### src/rtl/fetch_sequencer_pkg.sv
// fetch_sequencer_pkg
//    Shared definitions for the instruction fetch path: the sequencer state
//    encoding and the instruction ROM geometry. The ROM model and the decode
//    stage use the same geometry constants.
//    Contents:
//       seqState_t  IDLE / RUN / HALT sequencer states
//       ADDR_W      ROM address width (also the PC width)
//       DEPTH       number of populated ROM words (legal PCs 0..DEPTH-1)
//       DATA_W      instruction width
package fetch_sequencer_pkg;

   localparam int ADDR_W = 4;
   localparam int DEPTH  = 15;
   localparam int DATA_W = 32;

   typedef enum logic [1:0] {
      IDLE = 2'd0,
      RUN  = 2'd1,
      HALT = 2'd2
   } seqState_t;

endpackage

### src/rtl/fetch_sequencer_if.sv
// fetch_sequencer_if
//    Bundles the two buses the fetch sequencer sits between: the ROM read
//    port and the valid/ready slot that feeds decode.
//    Signals:
//       imem_addr     ROM address (sequencer -> ROM)
//       imem_read_en  ROM read enable (sequencer -> ROM)
//       imem_instr    ROM data, combinational (ROM -> sequencer)
//       out_valid     slot holds a word (sequencer -> decode)
//       out_ready     decode accepts the word (decode -> sequencer)
//       out_instr     fetched word (sequencer -> decode)
//       out_pc        address the word came from (sequencer -> decode)
//    Modports:
//       master  sequencer side
//       slave   ROM/decode side
interface fetch_sequencer_if #(
   parameter int ADDR_W = fetch_sequencer_pkg::ADDR_W,
   parameter int DATA_W = fetch_sequencer_pkg::DATA_W
);

   logic [ADDR_W-1:0] imem_addr;
   logic              imem_read_en;
   logic [DATA_W-1:0] imem_instr;
   logic              out_valid;
   logic              out_ready;
   logic [DATA_W-1:0] out_instr;
   logic [ADDR_W-1:0] out_pc;

   modport master (
      output imem_addr, imem_read_en, out_valid, out_instr, out_pc,
      input  imem_instr, out_ready
   );

   modport slave (
      input  imem_addr, imem_read_en, out_valid, out_instr, out_pc,
      output imem_instr, out_ready
   );

endinterface

### src/rtl/fetch_sequencer.sv
// fetch_sequencer
//    Owns the program counter, reads the instruction ROM and registers each
//    word into a single valid/ready slot for decode. Handles start, decode
//    back-pressure, redirects (jump/branch) and end-of-program halt.
//    Ports:
//       clk             rising-edge clock
//       reset           synchronous, active-high; flushes the slot
//       start           1-cycle pulse, begins fetching at PC 0 (ignored in RUN)
//       redirect_valid  load redirect_pc as the new PC this cycle (RUN only)
//       redirect_pc     redirect target
//       bus             ROM read port + decode slot (master side)
//       busy            sequencer is in RUN
//       done            sequencer is in HALT and the slot has drained
//       error           sticky, set by an out-of-range redirect
//       fetch_count     completed handshakes since start, saturating
module fetch_sequencer #(
   parameter int ADDR_W       = fetch_sequencer_pkg::ADDR_W,
   parameter int DEPTH        = fetch_sequencer_pkg::DEPTH,
   parameter int DATA_W       = fetch_sequencer_pkg::DATA_W,
   parameter bit HALT_ON_ZERO = 1'b1
) (
   input  logic                     clk,
   input  logic                     reset,
   input  logic                     start,
   input  logic                     redirect_valid,
   input  logic [ADDR_W-1:0]        redirect_pc,
   fetch_sequencer_if.master        bus,
   output logic                     busy,
   output logic                     done,
   output logic                     error,
   output logic [ADDR_W:0]          fetch_count
);

   import fetch_sequencer_pkg::*;

   localparam logic [ADDR_W-1:0] LastPc = ADDR_W'(DEPTH - 1);
   localparam logic [ADDR_W:0]   DepthW = (ADDR_W + 1)'(DEPTH);
   localparam logic [ADDR_W-1:0] PcOne  = ADDR_W'(1);

   seqState_t         state_q, state_d;
   logic [ADDR_W-1:0] pc_q, pc_d;
   logic              outValid_q, outValid_d;
   logic [DATA_W-1:0] outInstr_q, outInstr_d;
   logic [ADDR_W-1:0] outPc_q, outPc_d;
   logic              error_q, error_d;
   logic [ADDR_W:0]   fetchCount_q, fetchCount_d;

   logic readEn;
   logic zeroWord;
   logic load;
   logic consume;

   // The ROM is read only when the slot can take a word this cycle: either
   // it is empty or decode is draining it. A redirect suppresses the read
   // because the address about to be presented is stale. An all-zero word
   // is the end-of-program marker and is never loaded into the slot.
   always_comb begin
      readEn   = (state_q == RUN) && !redirect_valid && (!outValid_q || bus.out_ready);
      zeroWord = HALT_ON_ZERO && (bus.imem_instr == '0);
      load     = readEn && !zeroWord;
      consume  = outValid_q && bus.out_ready;
   end

   // Next-state logic. Redirect outranks everything in RUN and flushes the
   // pending word without counting it. In HALT the slot keeps draining so the
   // last word fetched still reaches decode. A start from IDLE or HALT
   // restarts at PC 0 and discards anything left in the slot.
   always_comb begin
      state_d      = state_q;
      pc_d         = pc_q;
      outValid_d   = outValid_q;
      outInstr_d   = outInstr_q;
      outPc_d      = outPc_q;
      error_d      = error_q;
      fetchCount_d = fetchCount_q;

      if (consume && (fetchCount_q != '1)) begin
         fetchCount_d = fetchCount_q + 1'b1;
      end

      case (state_q)
         IDLE, HALT: begin
            if (start) begin
               state_d      = RUN;
               pc_d         = '0;
               fetchCount_d = '0;
               error_d      = 1'b0;
               outValid_d   = 1'b0;
            end else if (consume) begin
               outValid_d = 1'b0;
            end
         end
         RUN: begin
            if (redirect_valid) begin
               fetchCount_d = fetchCount_q;
               outValid_d   = 1'b0;
               if ({1'b0, redirect_pc} < DepthW) begin
                  pc_d = redirect_pc;
               end else begin
                  error_d = 1'b1;
                  state_d = HALT;
               end
            end else begin
               if (load) begin
                  outInstr_d = bus.imem_instr;
                  outPc_d    = pc_q;
                  outValid_d = 1'b1;
                  if (pc_q == LastPc) begin
                     pc_d    = '0;
                     state_d = HALT;
                  end else begin
                     pc_d = pc_q + PcOne;
                  end
               end else if (consume) begin
                  outValid_d = 1'b0;
               end
               if (readEn && zeroWord) begin
                  state_d = HALT;
               end
            end
         end
         default: state_d = IDLE;
      endcase
   end

   // State register with synchronous reset; reset flushes the slot in any state.
   always_ff @(posedge clk) begin
      if (reset) begin
         state_q      <= IDLE;
         pc_q         <= '0;
         outValid_q   <= 1'b0;
         outInstr_q   <= '0;
         outPc_q      <= '0;
         error_q      <= 1'b0;
         fetchCount_q <= '0;
      end else begin
         state_q      <= state_d;
         pc_q         <= pc_d;
         outValid_q   <= outValid_d;
         outInstr_q   <= outInstr_d;
         outPc_q      <= outPc_d;
         error_q      <= error_d;
         fetchCount_q <= fetchCount_d;
      end
   end

   // Output mapping; the ROM address always tracks the PC.
   always_comb begin
      bus.imem_addr    = pc_q;
      bus.imem_read_en = readEn;
      bus.out_valid    = outValid_q;
      bus.out_instr    = outInstr_q;
      bus.out_pc       = outPc_q;
      busy             = (state_q == RUN);
      done             = (state_q == HALT) && !outValid_q;
      error            = error_q;
      fetch_count      = fetchCount_q;
   end

endmodule

### src/flat_wrapper.sv
// flat-port wrapper written by rule: the top's interface ports become plain ports
module fetch_sequencer_flat import fetch_sequencer_pkg::*;
#(
   parameter int ADDR_W       = fetch_sequencer_pkg::ADDR_W,
   parameter int DEPTH        = fetch_sequencer_pkg::DEPTH,
   parameter int DATA_W       = fetch_sequencer_pkg::DATA_W,
   parameter bit HALT_ON_ZERO = 1'b1
)
  (clk, reset, start, redirect_valid, redirect_pc, busy, done, error, fetch_count, bus_imem_addr, bus_imem_read_en, bus_out_valid, bus_out_instr, bus_out_pc, bus_imem_instr, bus_out_ready);
  fetch_sequencer_if #(.ADDR_W(ADDR_W), .DATA_W(DATA_W)) bus_i ();
  input  logic clk;
  input  logic reset;
  input  logic start;
  input  logic redirect_valid;
  input  logic [ADDR_W-1:0] redirect_pc;
  output logic busy;
  output logic done;
  output logic error;
  output logic [ADDR_W:0] fetch_count;
  output wire logic [$bits(bus_i.imem_addr)-1:0] bus_imem_addr;
  output wire logic [$bits(bus_i.imem_read_en)-1:0] bus_imem_read_en;
  output wire logic [$bits(bus_i.out_valid)-1:0] bus_out_valid;
  output wire logic [$bits(bus_i.out_instr)-1:0] bus_out_instr;
  output wire logic [$bits(bus_i.out_pc)-1:0] bus_out_pc;
  input wire logic [$bits(bus_i.imem_instr)-1:0] bus_imem_instr;
  input wire logic [$bits(bus_i.out_ready)-1:0] bus_out_ready;
  assign bus_imem_addr = bus_i.imem_addr;
  assign bus_imem_read_en = bus_i.imem_read_en;
  assign bus_out_valid = bus_i.out_valid;
  assign bus_out_instr = bus_i.out_instr;
  assign bus_out_pc = bus_i.out_pc;
  assign bus_i.imem_instr = bus_imem_instr;
  assign bus_i.out_ready = bus_out_ready;
  fetch_sequencer #(.ADDR_W(ADDR_W), .DEPTH(DEPTH), .DATA_W(DATA_W), .HALT_ON_ZERO(HALT_ON_ZERO)) u_core (.clk(clk), .reset(reset), .start(start), .redirect_valid(redirect_valid), .redirect_pc(redirect_pc), .bus(bus_i), .busy(busy), .done(done), .error(error), .fetch_count(fetch_count));
endmodule
### config.mk
export PLATFORM = sky130hd
export DESIGN_NAME = fetch_sequencer_flat
export DESIGN_NICKNAME = d
export VERILOG_FILES = /design/src/rtl/fetch_sequencer_pkg.sv /design/src/rtl/fetch_sequencer_if.sv /design/src/rtl/fetch_sequencer.sv /design/src/flat_wrapper.sv
export SDC_FILE = /design/constraint.sdc
export NUM_CORES = 1
export LEC_CHECK = 0
export BUFFER_PORTS_ARGS = -buffer_cell sky130_fd_sc_hd__buf_4
export CORE_MARGIN = 4
export CORE_UTILIZATION = 43
export CTS_CLUSTER_SIZE = 40
export DETAILED_ROUTE_END_ITERATION = 8
export GPL_ROUTABILITY_DRIVEN = 0
export GPL_TIMING_DRIVEN = 0
export PLACE_DENSITY = 0.81
export SYNTH_ARGS = -nofsm -noshare
export SYNTH_HDL_FRONTEND = slang
export SYNTH_SLANG_ARGS = --single-unit
### constraint.sdc
create_clock -name clk -period 1.6 [get_ports clk]
set_clock_uncertainty 0.1 [all_clocks]
set_input_delay 0.08 -clock clk [delete_from_list [all_inputs] [get_ports clk]]
set_output_delay 0.08 -clock clk [all_outputs]
set_load 0.005 [all_outputs]
==> impl_summary.txt <==
----------------------------------------------------
[Run status]
  Result of the run ... complete, but fails checks
  Failing checks ... setup timing

[Synth]
  Share of synthesized area occupied by flip-flops and latches ... 43.39%
  Netlist Area Pre-Place ... 2261 um^2
  Xor/xnor share of the synthesized area ... 1.162%
  Number of enable flip-flop cells after synthesis ... 0
  Mux share of post-synthesis cell area ... 2.656%
  Top cells by area in the synthesized netlist ... sky130_fd_sc_hd__dfxtp_1 (43%), sky130_fd_sc_hd__a21oi_1 (9.1%), sky130_fd_sc_hd__o21ai_0 (8.0%), sky130_fd_sc_hd__nand3_1 (6.9%), sky130_fd_sc_hd__mux2i_1 (2.7%)
  Post-synthesis sequential element count ... 49
  Fraction of synthesized cell area taken by the top area cell type ... 43.39%
  Most common flop cell mapped by yosys ... sky130_fd_sc_hd__dfxtp_1
  Post-synthesis share of cell area spent on full adders, half adders and majority gates ... 1.107%
  Dominant combinational cell family by area after synthesis ... simple AND/OR/NAND/NOR gates
  Share of the synthesized area in compound gates (AO/OA/AOI/OAI) ... 22.52%
  Fraction of synthesis flops using an asynchronous set or reset pin ... 0%
  Post-Synth Simple-Gate Area ... 23.19%
  Gate count after technology mapping ... 269
  Library cells used by synthesis ... 41
  Warning count from the yosys run ... 0
  Dominant cell type by area after synthesis ... sky130_fd_sc_hd__dfxtp_1
  Mean instance size in the synthesized netlist ... 8.405 um^2
  Number of nets in the synthesized netlist ... 312

[Pwr]
  Total power ... 2753 uW
  Power density relative to cell area ... 641.5 nW/um^2
  Peak supply drop ... 515.6 uV
  Leakage ... 0.001648 uW

[Global route]
  Initial antenna violation count ... 0
  GRT Total Usage ... 27.50%
  GRT overflow ... 0
  Pin count of the biggest net entering global routing ... 16
  Global-route wire length before repair ... 13610 um
  Vias in the first global route ... 2758

[Setup path]
  Critical-path cell list ... nand2b_4 > or3_4 > clkbuf_4 > o21ai_0 > a21oi_2
  Crit start category ... flop
  Critical Path RT ... 1670 ps
  Count of buffering cells on the critical path with inverters included ... 1
  Capturing point of the worst reg2reg path ... u_core.bus.out_instr[29]
  Worst Reg2Reg Path Length in Cells ... 5
  Start of the worst register-to-register path ... u_core.state_q[1]
  Worst setup path class ... flop to flop
  Kind of end point of the critical path ... flop
  Crit-path max cell delay ... 420 ps
  Critical Path AT ... 1850 ps
  Family with the most delay on the worst path ... simple AND/OR/NAND/NOR gates
  Critical path's slowest cell ... sky130_fd_sc_hd__or3_4
  Largest fanout of any net on the critical path ... 10
  Reg2reg setup slack ... -190 ps

[Drt]
  Vias after detailed routing ... 2925
  Mean routed wirelength per cell ... 21.12 um
  Final routed DRC violation total ... 0
  Initial detailed-routing violation count ... 311
  First drt pass iteration count ... 5
  Detailed-route vias per instance ... 5.897
  Antenna violation net count after detailed routing ... 0
  Total length of routed wires ... 10480 um

[STA]
  Worst Max-Slew Pin Slew ... 733.6 ps
  Final hold slack ... 79.10 ps
  Final WS setup ... -186.6 ps
  Max-slew headroom ... 51.09%
  F_max ... 559.7 MHz
  Hold Violations, Final ... 0
  Period minus WS final ... 1787 ps
  RSZ-0062 raised after global routing ... true
  Finish-stage setup viols ... 43
  Fin crit share ... 111.7%
  Max Slew Vio Count ... 0

[Clock tree]
  Cts bufs inserted ... 5
  Post-CTS clock slew at the launch and capture registers of the worst setup and hold paths ... 90 ps
  Root Buffer ... sky130_fd_sc_hd__clkbuf_8
  Number of buffers on the longest clock path ... 2
  H-tree depth ... 2
  Clock latency of the later-clocked register in the worst-skew pair ... 310 ps
  TritonCTS clock tree ... yes
  Clock net sink count ... 49

[Placement]
  Sum of net half-perimeters after detailed placement ... 4807 um
  Count of input and output buffers ... 89

[Final layout]
  Synth-to-layout area growth ... 89.82%
  Share of layout cells above drive strength 1 ... 57.04%
  Final #Nets ... 468
  Fill cell count ... 268
  Antenna diodes ... 0

[Die]
  Placeable core area ... 5107 um^2
  Number of placed I/O pins ... 91
  FP Rows ... 26
  Starting density of the core ... 44.27%
  Die boundary height ... 80.51 um
  Die Area ... 6482 um^2
  Horizontal die dimension ... 80.51 um

[Job]
  Max-cap check violation count ... 0

[Min path]
  WHS Path Cells ... 5
  Worst min-delay path class ... primary input to flop
  Min-Delay Endpoint ... u_core.bus.imem_addr[2]
  Hold path startpoint ... redirect_pc[2]

----------------------------------------------------
registers in the layout, indices dropped and copies added (netlist names):
| register | count |
|---|---|
| u_core.bus.out_instr | 32 |
| u_core.fetch_count | 5 |
| u_core.bus.imem_addr | 4 |
| u_core.bus.out_pc | 4 |
| u_core.state_q | 2 |
| u_core.bus.out_valid | 1 |
| u_core.error | 1 |
synthesized netlist by cell type (2+ instances only):
| library cell | n |
|---|---|
| sky130_fd_sc_hd__o21ai_1 | 5 |
| sky130_fd_sc_hd__clkbuf_1 | 12 |
| sky130_fd_sc_hd__nand3_1 | 31 |
| sky130_fd_sc_hd__buf_4 | 4 |
| sky130_fd_sc_hd__inv_1 | 2 |
| sky130_fd_sc_hd__nand2b_1 | 8 |
| sky130_fd_sc_hd__xor2_1 | 2 |
| sky130_fd_sc_hd__nand3_2 | 6 |
| sky130_fd_sc_hd__o21ai_0 | 36 |
| sky130_fd_sc_hd__nor2b_1 | 2 |
| sky130_fd_sc_hd__nor4_1 | 8 |
| sky130_fd_sc_hd__dfxtp_1 | 49 |
| sky130_fd_sc_hd__buf_6 | 3 |
| sky130_fd_sc_hd__buf_2 | 3 |
| sky130_fd_sc_hd__ha_1 | 2 |
| sky130_fd_sc_hd__a21oi_1 | 41 |
| sky130_fd_sc_hd__nor2_1 | 12 |
| sky130_fd_sc_hd__nand2_1 | 15 |
| sky130_fd_sc_hd__mux2i_1 | 6 |
power by group:
group	internal (uW)	switching, uW
Combinational	359	323
Sequential	1260	44.2
Clock	309	453
placed cells by master (no fill, tap or decap), types with 3 or more instances in the layout:
master                          synthesis  final
sky130_fd_sc_hd__a21oi_1               41     12
sky130_fd_sc_hd__a21oi_2                0     29
sky130_fd_sc_hd__buf_4                  4    112
sky130_fd_sc_hd__buf_6                  3      5
sky130_fd_sc_hd__buf_8                  0      5
sky130_fd_sc_hd__clkbuf_1              12      6
sky130_fd_sc_hd__clkbuf_2               0      3
sky130_fd_sc_hd__clkbuf_8               0      6
sky130_fd_sc_hd__dfxtp_1               49     44
sky130_fd_sc_hd__dfxtp_2                0      4
sky130_fd_sc_hd__dlygate4sd3_1          0     34
sky130_fd_sc_hd__mux2i_1                6      6
sky130_fd_sc_hd__nand2_1               15     14
sky130_fd_sc_hd__nand2b_1               8      7
sky130_fd_sc_hd__nand3_1               31      5
sky130_fd_sc_hd__nand3_2                6     30
sky130_fd_sc_hd__nor2_1                12     12
sky130_fd_sc_hd__nor4_4                 1      6
sky130_fd_sc_hd__o21ai_0               36     11
sky130_fd_sc_hd__o21ai_1                5     12
sky130_fd_sc_hd__o21ai_2                0     15
sky130_fd_sc_hd__o21ai_4                0      3
per-stage QoR:
| step | setup WS (ps) | cell area [um^2] | util (%) | setup TNS, ps | cells |
|---|---|---|---|---|---|
| floorplan | -100.4 | 2485 | - | -1443 | 269 |
| global placement | -459.0 | 3241 | 63.45 | -16620 | 428 |
| detailed placement | -566.9 | 3241 | 63.45 | -17090 | 428 |
| CTS | -239.3 | 4061 | 79.52 | -5393 | 493 |
| global route | -252.9 | 4292 | 84.03 | -5578 | 496 |
| finish | -186.6 | 4292 | 84.03 | -3444 | 496 |
area by class of cell:
class                   count  area [um^2]  share of cell area [%]
plain buffers              18        170.2                   3.965
clock buffers               6        72.57                   1.691
clock inverters             2        15.01                  0.3499
inverters                   3        13.76                  0.3207
multi-input cells         195         1638                   38.16
flip-flops and latches     49        989.7                   23.06
well taps                  70        87.58                   2.041
repair buffers            153         1305                   30.41
worst max-delay path by stage:
stage	startpoint	end	slack [ps]	depth (start not counted)
2_1_floorplan	u_core.fetch_count[0]	u_core.fetch_count[3]	-100	7
3_3_place_gp	bus_imem_instr[2]	u_core.bus.out_pc[1]	-460	7
3_5_place_dp	bus_imem_instr[2]	u_core.bus.out_instr[2]	-570	7
4_1_cts	u_core.state_q[0]	bus_imem_read_en	-240	8
5_1_grt	u_core.state_q[1]	u_core.bus.out_instr[29]	-250	5
6_report	u_core.state_q[1]	u_core.bus.out_instr[29]	-190	5
worst reg2reg max path: cells and delay by family, from the launching register on:
kind,cells,cell delay [ps]
AND/OR/NAND/NOR,2,560
buffers and inverters,1,220
AO/OA/AOI/OAI,2,430
flip-flops,1,340
timing repair:
action	CTS	global route
gates resized for setup	63	63
buffers inserted	21	9
endpoints found under the hold margin	33	0
hold buffers	34	0
pin swaps	10	19
cloned	2	1
endpoints found under the setup margin	42	49
metal layers:
| metal | track usage, % | wire, um |
|---|---|---|
| met4 | 12.84 | 486 |
| met1 | 31.89 | 3902 |
| met2 | 47.19 | 5376 |
| met3 | 6.839 | 710 |
| met5 | 0 | 0 |
logic make-up after synthesis:
group	after synthesis
AO/OA/AOI/OAI	92
AND/OR/NAND/NOR	92
flip-flops	49
buffers and inverters	25
multiplexers	6
XOR/XNOR	3
adder cells (fa/ha/maj)	2
Power figures use the tool's default switching activity.
